**config.mk**
```make
export PLATFORM = sky130hd
export DESIGN_NAME = pmp_access_ctrl
export DESIGN_NICKNAME = d
export VERILOG_FILES = /design/src/rtl/pmp_pkg.sv /design/src/rtl/pmp_rr_arb.sv /design/src/rtl/pmp_access_ctrl.sv
export SDC_FILE = /design/constraint.sdc
export NUM_CORES = 1
export LEC_CHECK = 0
export CAP_MARGIN = 20
export CORE_MARGIN = 8
export CORE_UTILIZATION = 38
export DETAILED_ROUTE_END_ITERATION = 12
export PLACE_DENSITY = 0.81
export SLEW_MARGIN = 20
export SYNTH_ARGS = -nofsm -noshare
export SYNTH_HDL_FRONTEND = slang
export SYNTH_SLANG_ARGS = --single-unit
```
**constraint.sdc**
```tcl
create_clock -name clock -period 1.7 [get_ports clock]
set_input_delay 0.34 -clock clock [delete_from_list [all_inputs] [get_ports clock]]
set_output_delay 0.34 -clock clock [all_outputs]
set_load 0.02 [all_outputs]
```
**src/rtl/pmp_pkg.sv**
```systemverilog
// pmp_pkg: shared encodings and helpers for the PMP access sequencer
package pmp_pkg;
  localparam logic [1:0] OPER_READ  = 2'b00;
  localparam logic [1:0] OPER_WRITE = 2'b01;
  localparam logic [1:0] OPER_EXEC  = 2'b10;
  localparam logic [1:0] SIZE_B = 2'b00;
  localparam logic [1:0] SIZE_H = 2'b01;
  localparam logic [1:0] SIZE_W = 2'b10;
  localparam logic [1:0] PERM_DENY  = 2'b00;
  localparam logic [1:0] PERM_GRANT = 2'b01;
  typedef logic [1:0] state_t;
  localparam state_t IDLE  = 2'd0;
  localparam state_t CHECK = 2'd1;
  localparam state_t RESP  = 2'd2;
  localparam state_t FENCE = 2'd3;
  typedef enum logic {IF = 1'b0, LS = 1'b1} owner_e;
  function automatic logic misaligned(logic [1:0] lsb, logic [1:0] size);
    return (size == SIZE_H && lsb[0]) || (size == SIZE_W && lsb != 2'b00);
  endfunction
endpackage

```
**src/rtl/pmp_rr_arb.sv**
```systemverilog
// pmp_rr_arb: 2-way round-robin arbiter, bit0 = fetch, bit1 = load/store
module pmp_rr_arb (
  input  logic [1:0] valid,
  input  logic       last_grant,
  input  logic       en,
  output logic [1:0] grant
);
  // on a contest the requester that did not win last time takes the port
  always_comb begin
    grant = !en ? 2'b00 : valid == 2'b11 ? (last_grant ? 2'b01 : 2'b10) : valid;
  end
endmodule

```
**src/rtl/pmp_access_ctrl.sv**
```systemverilog
// pmp_access_ctrl: shares one PMP check port between fetch and load/store requesters
module pmp_access_ctrl
  import pmp_pkg::*;
#(
  parameter int unsigned FENCE_CYCLES = 1
) (
  input  logic        clock,
  input  logic        reset,
  input  logic        if_req_valid,
  output logic        if_req_ready,
  input  logic [31:0] if_req_addr,
  input  logic [1:0]  if_req_priv,
  output logic        if_rsp_valid,
  input  logic        if_rsp_ready,
  output logic        if_rsp_fault,
  input  logic        ls_req_valid,
  output logic        ls_req_ready,
  input  logic [31:0] ls_req_addr,
  input  logic [1:0]  ls_req_oper,
  input  logic [1:0]  ls_req_size,
  input  logic [1:0]  ls_req_priv,
  output logic        ls_rsp_valid,
  input  logic        ls_rsp_ready,
  output logic        ls_rsp_fault,
  input  logic        csr_wr_en,
  output logic [31:0] pmp_addr,
  output logic [1:0]  pmp_oper,
  output logic [1:0]  pmp_size,
  output logic [1:0]  pmp_priv,
  input  logic [1:0]  pmp_permission,
  output logic        busy
);
  localparam int FW = $clog2(FENCE_CYCLES + 1) < 1 ? 1 : $clog2(FENCE_CYCLES + 1);
  state_t state_q, state_d;
  logic [FW-1:0] fence_cnt_q, fence_cnt_d;
  owner_e last_grant_q, last_grant_d, owner_q, owner_d;
  logic [31:0] addr_q, addr_d;
  logic [1:0] oper_q, oper_d, size_q, size_d, priv_q, priv_d;
  logic fault_q, fault_d;
  logic [1:0] grant;
  logic in_resp, rsp_fire;
  pmp_rr_arb u_arb (
    .valid      ({ls_req_valid, if_req_valid}),
    .last_grant (last_grant_q == LS),
    .en         (state_q == IDLE && fence_cnt_q == '0),
    .grant      (grant)
  );
  assign if_req_ready = grant[0];
  assign ls_req_ready = grant[1];
  assign in_resp = state_q == RESP;
  assign if_rsp_valid = in_resp && owner_q == IF;
  assign ls_rsp_valid = in_resp && owner_q == LS;
  assign if_rsp_fault = if_rsp_valid && fault_q;
  assign ls_rsp_fault = ls_rsp_valid && fault_q;
  assign rsp_fire = (if_rsp_valid && if_rsp_ready) || (ls_rsp_valid && ls_rsp_ready);
  assign pmp_addr = addr_q;
  assign pmp_oper = oper_q;
  assign pmp_size = size_q;
  assign pmp_priv = priv_q;
  assign busy = state_q != IDLE || fence_cnt_q != '0;
  // sequence capture, check, response and post-CSR-write fence
  always_comb begin
    state_d = state_q;
    last_grant_d = last_grant_q;
    owner_d = owner_q;
    addr_d = addr_q;
    oper_d = oper_q;
    size_d = size_q;
    priv_d = priv_q;
    fault_d = fault_q;
    fence_cnt_d = csr_wr_en ? FW'(FENCE_CYCLES) : fence_cnt_q != '0 ? fence_cnt_q - FW'(1) : fence_cnt_q;
    unique case (state_q)
      IDLE: if (grant != 2'b00) begin
        state_d = CHECK;
        owner_d = grant[1] ? LS : IF;
        last_grant_d = grant[1] ? LS : IF;
        addr_d = grant[1] ? ls_req_addr : if_req_addr;
        oper_d = grant[1] ? ls_req_oper : OPER_EXEC;
        size_d = grant[1] ? ls_req_size : SIZE_W;
        priv_d = grant[1] ? ls_req_priv : if_req_priv;
      end
      CHECK: begin
        state_d = csr_wr_en ? FENCE : RESP;
        fault_d = csr_wr_en ? fault_q : (pmp_permission != PERM_GRANT) || misaligned(addr_q[1:0], size_q) || size_q == 2'b11;
      end
      RESP: state_d = rsp_fire ? IDLE : RESP;
      default: state_d = fence_cnt_q == '0 ? CHECK : FENCE;
    endcase
  end
  // state registers, cleared asynchronously
  always_ff @(posedge clock or posedge reset) begin
    if (reset) begin
      state_q <= IDLE;
      fence_cnt_q <= '0;
      last_grant_q <= LS;
      owner_q <= IF;
      addr_q <= '0;
      oper_q <= '0;
      size_q <= '0;
      priv_q <= '0;
      fault_q <= 1'b0;
    end else begin
      state_q <= state_d;
      fence_cnt_q <= fence_cnt_d;
      last_grant_q <= last_grant_d;
      owner_q <= owner_d;
      addr_q <= addr_d;
      oper_q <= oper_d;
      size_q <= size_d;
      priv_q <= priv_d;
      fault_q <= fault_d;
    end
  end
endmodule

```
======== Word-level counts from Yosys, hierarchy flattened ========
Index checks and enable logic that the tools add are counted.
word-level totals
  flip-flop bits (word level) ............. 44
  input port bits ......................... 81
  output and inout bits ................... 45
  word-level logic and storage cells ...... 56
cells by class
  add/sub/neg operators ................... 1
  eq/ne operators ......................... 8
  multiplexer cells ....................... 15
  bitwise operators ....................... 3
  reductions and logical operators ........ 20
operators with widths
  kind                                                    number
  two-way mux 32 bit                                      1
  two-way mux 2 bit                                       9
  logical AND 1 bit                                       9
  equality test 2 bit (second input constant)             4
  one-hot mux 2 bit (3 select lines)                      1
  nonzero test 2 bit                                      3
  logical OR 1 bit                                        5
  equality test 2 x 1 -> 1 bit (second input constant)    2
  two-way mux 1 bit                                       4
  inequality test 2 x 1 -> 1 bit (second input constant)  2
  AND reduction 2 bit                                     2
  inverter 1 bit                                          3
  logical NOT 2 bit                                       1
  subtractor 1 bit (second input constant)                1

======== Longest topological paths before layout ========
Gate-level depths: netlist (run 1).
  depth in word-level cells ............... 6
  gate-level depth with buffers ........... 6

======== Modules after synthesis ========
A second synthesis (run 1) with hierarchy kept.
unflattened totals
  cells, all modules ...................... 157
  area, all modules ....................... 2285.9 sq um
modules (own cells, without submodules)
  module           instances  cells each  area each (sq um)
  pmp_access_ctrl  1          152         2264.7
  pmp_rr_arb       1          5           21.3

======== Least setup slack after synthesis (run 1) ========
Ideal clock, no wire load.
  path kind ............................... flip-flop to output port
  start ................................... register state_q[0]
  end ..................................... output if_req_ready
  arrival time ............................ 1.470 ns
  required time ........................... 1.360 ns
  slack ................................... -0.110 ns
  stages on the path, launching flop included .. 5
  path buffers ............................ 1
  cells stage by stage .................... dfrtp_1 -> nor3_4 -> inv_2 -> clkbuf_1 -> nor2_1
between the ends
  longest elaborated chain between the ends .. 3
RTL lines
  what                    line                    RTL
  start, declared         pmp_access_ctrl.sv:34   state_t state_q, state_d;
  start signal, assigned  pmp_access_ctrl.sv:103  state_q <= state_d;
  logical NOT 2 bit       pmp_access_ctrl.sv:45   .en (state_q == IDLE && fence_cnt_q == '0),
  logical AND 1 bit       pmp_access_ctrl.sv:45
  two-way mux 2 bit       pmp_rr_arb.sv:10        grant = !en ? 2'b00 : valid == 2'b11 ? (last_grant ? 2'b01 : 2'b10) : valid;
  end, declared           pmp_access_ctrl.sv:10   output logic if_req_ready,
Every way passes these cells.

======== Final worst setup path (run 1) ========
  start ................................... register state_q[0]
  end ..................................... output ls_req_ready
between the ends
  longest elaborated chain between the ends .. 3
RTL lines
  what               line                   RTL
  logical NOT 2 bit  pmp_access_ctrl.sv:45
  logical AND 1 bit  pmp_access_ctrl.sv:45
  two-way mux 2 bit  pmp_rr_arb.sv:10
  end, declared      pmp_access_ctrl.sv:17  output logic ls_req_ready,
Every way passes these cells.

==> flow_summary.ini, run 1 <==
[timing]
worst_pin_slew_ns = 0.390
hold_viol_final = 0
setup_slack_ns = -0.00433
slew_viols_final = 0
finalSetupViolations = 1
max_freq_mhz = 587
rsz_0062_raised_after_global_routing = yes
period_needed_ns = 1.70
clock_skew_ns = 0.00943
relSlewSlack_pct = 73.9
final_min_period_over_clock_period_pct = 100

[run_status]
failed_checks = setup timing
outcome = finished, violations left

[clock_tree]
worst_skew_pair.late_latency_ns = 0.29
clock_tree.root_cell = clkbuf_8
cts_num_sinks = 44
tritoncts_clock_tree = done
cts-buffers-inserted = 5
clock_tree.htree_level_count = 2
path_clk_slew_ns = 0.08
clock_path_buffers = 2
postCtsHoldBufs = 0

[yosys]
synth.avg_cell_area_um2 = 8.96
synth.ff_latch_count = 44
synth_top_cell_by_area = dfrtp_1
synthAdderAreaFrac_pct = 0
synth_simple_gate_area_share_pct = 11.9
post-synth-top-area-fraction_pct = 49.9
synth_top_family_by_area = compound AO/OA/AOI/OAI gates
synth.top_cells.by_area = dfrtp_1 50%, a31oi_1 10%, a21oi_1 8.3%, nand3_1 7.9%, o21ai_0 6.5%
synth_compound_area_share_pct = 30.8
synth_xor_xnor_area_share_pct = 0
synth.distinct_cells = 28
synth.yosys.seq_area_share_pct = 51.1
async_flop_share_pct = 100
netlist_area_mm2 = 0.00216
synth.top_cells.by_count = 43 x dfrtp_1, 36 x a21oi_1, 35 x a31oi_1
dominantRegCellSynth = dfrtp_1
synth_cells = 241
yosys_warnings = 0
synth_mux_area_share_pct = 0.464
yosys.cell_count.top_type = dfrtp_1
synth_edf_count = 0
synthesized_net_count = 322

[setup_path]
rr_worst_depth = 6
reg2reg_slack_ns = 0.03
worst_setup_path_start_kind = flip-flop
timing.critical_path.fanout_max = 5
endpoint = ls_req_ready
critPathArrivalTime_ns = 1.36
critPathCaptureType = primary output
launching_element_of_the_worst_setup_path = state_q[0]
critical_path_required_ns = 1.36
criticalPathCategory = reg -> out
worst_r2r_endpoint = pmp_priv[0]
crit-reg2reg-launch = state_q[0]

[global_routing]
globalRouteOverflowTotal = 0
first_global_vias = 2514
grt_usage_pct = 18.5
grt_max_degree = 46
antenna_found_initial = 0
grt_first_pass_wirelength_mm = 12.8

[floorplan]
num_rows = 27
fp.dieArea_mm2 = 0.00835
die_w_um = 91.4
io_pins = 126
core_area_mm2 = 0.00551
initial_utilization_pct = 39.2
fp.dieH_um = 91.4

[cells_and_area]
num-nets-final = 451
n_fill_cell = 463
drive_gt1_share_pct = 12.9
insertedDiodeCount = 0
layout-area-overhead-vs-synth_pct = 72.4

[route]
first_pass_iters = 4
finalWirelength_mm = 7.85
drt.antenna.violating_nets = 0
vias = 2419
vias_per_cell = 5.46
drt_iter0_drc = 93
residual_drc = 0
avgRoutedWirePerCell_um = 17.7

[place]
placement.setup.worst_slack_ns = -0.488
gp_weighted_congestion = 0.807
detailed_place_hpwl_mm = 5.85
place.port_buffers = 125

[job]
max-cap-violations = 0

[worst_hold_path]
hp-class = in -> async

[power]
p_total_mw = 5.93
power.static_leakage_nw = 1.47
vdd_ir_drop_max_uv = 663
power_density_over_the_cells_mw_per_mm2 = 1590
sequential cells by signal (all words and copies together) (netlist names):
register      flops
pmp_size          2
last_grant_q      1
owner_q           1
pmp_priv          2
pmp_oper          2
pmp_addr         32
state_q           2
fault_q           1
fence_cnt_q       1
how the worst min path moves through the flow:
stage / to / cells after the start
after global placement: pmp_oper[0] / 1
after CTS: pmp_priv[1] / 2
after detailed placement: pmp_oper[0] / 1
after floorplan: fence_cnt_q / 0
final: pmp_addr[9] / 2
after global routing: pmp_addr[11] / 2
what timing repair did:
item | CTS | global route
hold endpoints to repair | 0 | 0
pin swaps | 1 | 2
buffers inserted | 2 | 0
gates resized for setup | 38 | 15
setup endpoints to repair | 46 | 44
where the power goes:
group / switching (mW) / internal [mW] / total, mW
Combinational: 1.69 / 1.54 / 3.24
Clock: 0.348 / 0.436 / 0.785
Sequential: 0.349 / 1.56 / 1.91
routing by layer:
layer  track usage [%]  vias to the layer above  share of wire [%]
met5                 0                        -                  0
met4              4.09                        0               0.87
met3              7.16                        6                8.4
li1                  -                     1155                  -
met1              21.5                     1171                 41
met2              31.5                       87                 49
final cells by class:
type / instances / area, µm² / share of cell area [%]
multi-input cells: 167 / 966 / 26.0
flip-flops and latches: 44 / 1100 / 29.7
inverters: 6 / 22.5 / 0.605
well taps: 72 / 90.1 / 2.42
clock inverters: 2 / 35.0 / 0.941
clock buffers: 6 / 72.6 / 1.95
repair buffers: 146 / 1430 / 38.5
kinds of logic after synthesis:
| family | count (synthesis) |
|---|---|
| flops | 44 |
| compound gates | 117 |
| simple gates | 49 |
| buf+inv | 30 |
| mux | 1 |
metrics by stage:
| stage | hold WS, ns | area, µm² | util [%] | instances | setup TNS [ns] |
|---|---|---|---|---|---|
| 2_1_floorplan | 0.371 | 2170 | - | 241 | 0 |
| 3_3_place_gp | 0.491 | 3560 | 64.7 | 433 | -10.19 |
| 3_5_place_dp | 0.509 | 3560 | 64.7 | 433 | -11.09 |
| 4_1_cts | 0.350 | 3720 | 67.5 | 443 | -0.00691 |
| 5_1_grt | 0.366 | 3720 | 67.6 | 443 | -0.533 |
| 6_report | 0.359 | 3720 | 67.6 | 443 | -0.00433 |
critical path, stage by stage (launching register included):
cell and delay [ns]:
dfrtp_2 0.47, nor3_4 0.22, buf_6 0.15, nand2_2 0.06
inv_2 0.06, buf_6 0.11
layout by cell type (no fill, tap or decap), drive strengths merged, types with 4 or more instances in the layout:
master	count
a21oi	36
a31oi	35
buf	28
clkbuf	6
clkdlybuf4s50	114
dfrtp	43
inv	6
nand3	34
nor2	4
o21ai	35
No activity file was read; power rests on OpenSTA's default activity.
==> inputs of run 2 (changes only) <==
--- a/config.mk
+++ b/config.mk
@@ -7,6 +7,7 @@
 export LEC_CHECK = 0
 export CAP_MARGIN = 20
-export CORE_MARGIN = 8
+export CORE_MARGIN = 10
 export CORE_UTILIZATION = 38
+export CTS_CLUSTER_DIAMETER = 120
 export DETAILED_ROUTE_END_ITERATION = 12
 export PLACE_DENSITY = 0.81
==> constraint.sdc (replaced) <==
create_clock -name clock -period 1.7 [get_ports clock]
set_input_delay 0.425 -clock clock [delete_from_list [all_inputs] [get_ports clock]]
set_output_delay 0.425 -clock clock [all_outputs]
set_load 0.02 [all_outputs]
==> run 2 against run 1 <==
Net effect:
- the run still ends with setup timing left
- clock-buffer cell count grew 1
- combinational power is essentially flat
- wire length grew 8.7%
- critical path type unchanged
- critical endpoint is now busy
- largest power group unchanged
- highest routed layer unchanged
==> flow_summary.ini, run 2 (synthesis gave the netlist of run 1 again) <==
[clock_tree]
path_clk_slew_ns = 0.09
cts_num_sinks = 44
clock_tree.root_cell = clkbuf_8
tritoncts_clock_tree = done
postCtsHoldBufs = 0
clock_path_buffers = 2
cts-buffers-inserted = 5
clock_tree.htree_level_count = 2
worst_skew_pair.late_latency_ns = 0.30

[timing]
setup_slack_ns = -0.131
finalSetupViolations = 5
period_needed_ns = 1.83
worst_pin_slew_ns = 0.418
relSlewSlack_pct = 72.1
hold_viol_final = 0
max_freq_mhz = 546
clock_skew_ns = 0.0149
final_min_period_over_clock_period_pct = 108
rsz_0062_raised_after_global_routing = yes
slew_viols_final = 0
setup_total_negative_slack_ns = -0.403

[setup_path]
timing.critical_path.buf_inv = 3
critical_path.most_common_cell = buf_6
critPathCaptureType = primary output
criticalPathCategory = reg -> out
cp_top_family = flip-flops
critical_path.cell_chain = nor3_4 > inv_2 > buf_6 > buf_6
slowest_stage = dfrtp_2
timing.critical_path.fanout_max = 4
critPathArrivalTime_ns = 1.41
critical_path_required_ns = 1.27
max_stage_delay_ns = 0.45
worst_setup_path_start_kind = flip-flop

[cells_and_area]
layout-area-overhead-vs-synth_pct = 77.4
mostFrequentLayoutCells = 78 x clkdlybuf4s50_1, 42 x dfrtp_1, 36 x a21oi_1, 35 x a31oi_1, 34 x nand3_1
largest_register_ffs = 32
insertedDiodeCount = 0
num-nets-final = 459
drive_gt1_share_pct = 15.0
final_core_util_pct = 69.6
layout_commonest_cell = clkdlybuf4s50_1

[place]
gp_weighted_congestion = 0.771
placement.setup.worst_slack_ns = -0.647
place.port_buffers = 125
detailed_place_hpwl_mm = 5.95

[floorplan]
io_pins = 126
fp.dieArea_mm2 = 0.00909
initial_utilization_pct = 39.2
num_rows = 27
fp.dieH_um = 95.4
core_area_mm2 = 0.00551
die_w_um = 95.4

[global_routing]
antenna_found_initial = 0
grt_max_degree = 42
first_global_vias = 2471
globalRouteOverflowTotal = 0
grt_first_pass_wirelength_mm = 12.5
grt_usage_pct = 17.2

[power]
power_density_over_the_cells_mw_per_mm2 = 1510
power.static_leakage_nw = 1.62
p_total_mw = 5.77
vdd_ir_drop_max_uv = 692

[route]
vias_per_cell = 5.47
drt_iter0_drc = 143
residual_drc = 0
finalWirelength_mm = 8.53
drt.antenna.violating_nets = 0
vias = 2468
avgRoutedWirePerCell_um = 18.9
first_pass_iters = 4

[worst_hold_path]
hp-class = in -> async

[run_status]
outcome = finished, violations left
failed_checks = setup timing

[job]
max-cap-violations = 0
## run 2: changes by cell type in the layout (fill, tap and decap cells not counted), moves of 2 or more
cell	change
o21ai_0	-3
dlygate4sd2_1	+24
buf_4	+8
o21ai_1	+3
buf_6	+2
buf_2	-4
clkdlybuf4s50_1	-36
dlymetal6s2s_1	+12
## run 2: worst paths after layout
check,startpoint,to,slack (ns),depth (start not counted)
setup / recovery,state_q[0],busy,-0.13,4
hold / removal,reset,pmp_addr[5],0.37,2
setup reg to reg,state_q[0],pmp_addr[25],0.02,6
hold reg to reg,pmp_oper[0],pmp_oper[0],0.51,1
max in group asynchronous,reset,last_grant_q,0.83,3
min in group clock,pmp_oper[0],pmp_oper[0],0.51,1
## run 2: power breakdown
part,internal [mW],switching (mW)
combinational,1.47,1.76
clock,0.289,0.344
sequential,1.56,0.346
## run 2: worst register-to-register path: stages, from the launching register on
cell     delay (ns)
dfrtp_2        0.45
nor3_4         0.28
buf_4          0.20
buf_12         0.16
and2_4         0.20
buf_12         0.16
a31oi_1        0.10
## run 2: through the flow
step / cell area [µm²] / hold WS (ns) / instances
2_1_floorplan: 2170 / 0.456 / 241
3_3_place_gp: 3580 / 0.492 / 434
3_5_place_dp: 3580 / 0.502 / 434
4_1_cts: 3700 / 0.375 / 448
5_1_grt: 3830 / 0.385 / 451
6_report: 3830 / 0.368 / 451
## run 2: layout make-up
class	count	area, µm²
Sequential cell	44	1100
Timing Repair Buffer	154	1540
Inverter	6	25.0
Fill cell	463	1680
Tap cell	72	90.1
Clock inverter	1	5.00
Multi-Input combinational cell	167	991
Clock buffer	7	76.3
## run 2: per-layer routing
layer,part of all wire (%),GRT usage [%],wire [µm],vias to the layer above
met1,40,20.2,3380,1176
met2,50,29.7,4270,106
met5,0,0,0,-
met3,9.2,5.58,784,12
met4,1.0,4.49,87,0
li1,-,-,-,1174
## run 2: timing repair
item | in CTS | in global routing
setup buffers | 6 | 4
pin swaps | 1 | 2
gates resized for setup | 63 | 41
endpoints found under the setup margin | 69 | 53
cloned | 0 | 1
==> inputs of run 3 (changes only) <==
- ABC_AREA: unset -> 1
- CORE_UTILIZATION: 38 -> 40
- PLACE_DENSITY: 0.81 -> 0.8
==> run 3 against run 2 <==
Net effect:
- the run still ends with setup timing left
- sequential power fell by 7%
- die area rose by 7.0%
- worst hold slack improved by 0.12 ns
- clock power rose by 5.1%
- critical path type unchanged
- critical endpoint is now if_req_ready
==> flow_summary.ini, run 3 <==
[yosys]
synth.distinct_cells = 22
netlist_area_mm2 = 0.00247
yosys.cell_count.top_type = nand2_1
synth_cells = 324
yosys_warnings = 0
post-synth-top-area-fraction_pct = 43.5
synthesized_net_count = 405
synth_top_cell_by_area = dfrtp_1
synth.avg_cell_area_um2 = 7.64
synth_edf_count = 0
async_flop_share_pct = 100
synth.top_cells.by_area = dfrtp_1 43%, nand3_1 15%, nand2_1 12%, o21bai_1 10%, inv_1 6.7%
synth.top_cells.by_count = 81 x nand2_1, 72 x nand3_1, 44 x inv_1
synth.ff_latch_count = 44
dominantRegCellSynth = dfrtp_1
synth.yosys.seq_area_share_pct = 44.5

[floorplan]
io_pins = 126
initial_utilization_pct = 41.6
fp.dieH_um = 98.7
core_area_mm2 = 0.00596
fp.dieArea_mm2 = 0.00973
die_w_um = 98.7
num_rows = 28

[cells_and_area]
drive_gt1_share_pct = 10.8
layoutNonFillerInstCount = 536
insertedDiodeCount = 0
layout_commonest_cell = nand2_1
n_fill_cell = 510
mostFrequentLayoutCells = 79 x nand2_1, 78 x clkdlybuf4s50_1, 72 x nand3_1, 43 x dfrtp_1, 42 x inv_1
num-nets-final = 541
layout-area-overhead-vs-synth_pct = 64.3
largest_register_ffs = 32

[global_routing]
antenna_found_initial = 0
grt_first_pass_wirelength_mm = 13.0
first_global_vias = 2503
grt_usage_pct = 16.0
grt_max_degree = 45
globalRouteOverflowTotal = 0

[clock_tree]
clock_tree.root_cell = clkbuf_8
cts-buffers-inserted = 5
tritoncts_clock_tree = done
path_clk_slew_ns = 0.08
clock_tree.htree_level_count = 2
cts_num_sinks = 44
clock_path_buffers = 2
worst_skew_pair.late_latency_ns = 0.28

[timing]
finalSetupViolations = 1
worst_pin_slew_ns = 0.389
period_needed_ns = 1.74
rsz_0062_raised_after_global_routing = yes
max_freq_mhz = 574
setup_slack_ns = -0.0412
relSlewSlack_pct = 74.0
hold_viol_final = 0
clock_skew_ns = 0.00423
final_min_period_over_clock_period_pct = 102
slew_viols_final = 0

[route]
drt_iter0_drc = 110
first_pass_iters = 4
avgRoutedWirePerCell_um = 15.4
vias = 2631
vias_per_cell = 4.91
finalWirelength_mm = 8.27
residual_drc = 0
drt.antenna.violating_nets = 0

[run_status]
outcome = finished, violations left
failed_checks = setup timing

[setup_path]
timing.critical_path.fanout_max = 3
critPathCaptureType = primary output
critical_path.most_common_cell = buf_6
timing.critical_path.buf_inv = 3
worst_r2r_endpoint = owner_q
cp_top_family = flip-flops
criticalPathCategory = reg -> out
critPathArrivalTime_ns = 1.32
worst_setup_path_start_kind = flip-flop
critical_path.cell_chain = nor2_4 > buf_6 > nand4_1 > inv_2 > buf_6
slowest_stage = dfrtp_1
crit-reg2reg-launch = state_q[1]
critical_path_required_ns = 1.27
rr_worst_depth = 10
max_stage_delay_ns = 0.43
reg2reg_slack_ns = 0.09

[power]
vdd_ir_drop_max_uv = 833
power_density_over_the_cells_mw_per_mm2 = 1350
power.static_leakage_nw = 2.18

[job]
max-cap-violations = 0

[place]
detailed_place_hpwl_mm = 5.97
gp_weighted_congestion = 0.816
place.port_buffers = 125
dpl.cell_count = 520
placement.setup.worst_slack_ns = -0.535

[worst_hold_path]
hp-class = in -> async
==> run 3: cell count changes after synthesis, moves of 8 or more <==
| cell | change |
|---|---|
| a21oi_1 | -36 |
| a31oi_1 | -35 |
| clkbuf_1 | -8 |
| inv_1 | +39 |
| nand2_1 | +78 |
| nand3_1 | +38 |
| o21ai_0 | -24 |
| o21bai_1 | +34 |
==> run 3: cell type report <==
cell class / instances / area (µm²) / area share [%]
inverters: 44 / 165 / 4.06
multi-input cells: 216 / 1120 / 27.5
flip-flops and latches: 44 / 1100 / 27.1
repair buffers: 149 / 1500 / 36.8
clock buffers: 8 / 90.1 / 2.22
well taps: 75 / 93.8 / 2.31
==> run 3: repair_timing <==
item,in CTS,in global routing
gates resized for setup,56,37
hold buffers,0,0
hold endpoints to repair,0,0
buffers inserted,7,2
pin swaps,2,2
endpoints found under the setup margin,64,62
cloned,0,0
==> run 3: power breakdown <==
group | leakage (nW) | total, mW | switching [mW] | internal (mW)
registers | 0.538 | 1.78 | 0.256 | 1.52
logic | 1.60 | 3.04 | 1.71 | 1.33
clock network | 0.0455 | 0.665 | 0.333 | 0.332
total | 2.18 | 5.49 | 2.30 | 3.19
==> run 3: cells by family after synthesis <==
| family | count (synthesis) | synth area share, % |
|---|---|---|
| buffers and inverters | 64 | 11.3 |
| AND/OR/NAND/NOR | 175 | 31.7 |
| AO/OA/AOI/OAI | 41 | 12.4 |
| flip-flops | 44 | 44.5 |
==> run 3: worst max path at each step <==
| stage | start | endpoint | depth (start not counted) |
|---|---|---|---|
| 2_1_floorplan | state_q[0] | if_rsp_fault | 3 |
| 3_3_place_gp | if_req_valid | ls_req_ready | 5 |
| 3_5_place_dp | if_req_valid | ls_req_ready | 5 |
| 4_1_cts | if_req_valid | ls_req_ready | 5 |
| 5_1_grt | state_q[0] | if_req_ready | 5 |
| 6_report | state_q[1] | if_req_ready | 5 |
==> run 3: worst reg2reg max path, stage by stage, from the launching register on <==
cell     delay, ns
dfrtp_1       0.43
nor2_4        0.06
buf_6         0.12
nand4_1       0.12
inv_2         0.06
buf_4         0.12
buf_4         0.12
buf_4         0.12
buf_4         0.12
buf_4         0.12
o21ai_0       0.14
==> run 3: through the flow <==
stage,instance area [µm²],utilization [%],total power [mW],hold WS [ns],TNS (ns)
3_5_place_dp,3860,64.9,4.92,0.491,-14.68
3_3_place_gp,3860,64.9,4.86,0.482,-13.31
2_1_floorplan,2470,-,3.39,0.456,0
4_1_cts,3960,66.4,5.46,0.499,-2.05
5_1_grt,4070,68.3,5.88,0.520,-0.187
6_report,4070,68.3,5.49,0.487,-0.0412
==> run 3: per-layer routing <==
| layer | up-vias | GRT usage (%) | routed length, µm |
|---|---|---|---|
| li1 | 1304 | - | - |
| met1 | 1223 | 19.3 | 3290 |
| met2 | 98 | 26.8 | 4170 |
| met3 | 6 | 6.22 | 735 |
| met4 | 0 | 2.87 | 77 |
| met5 | - | 0 | 0 |
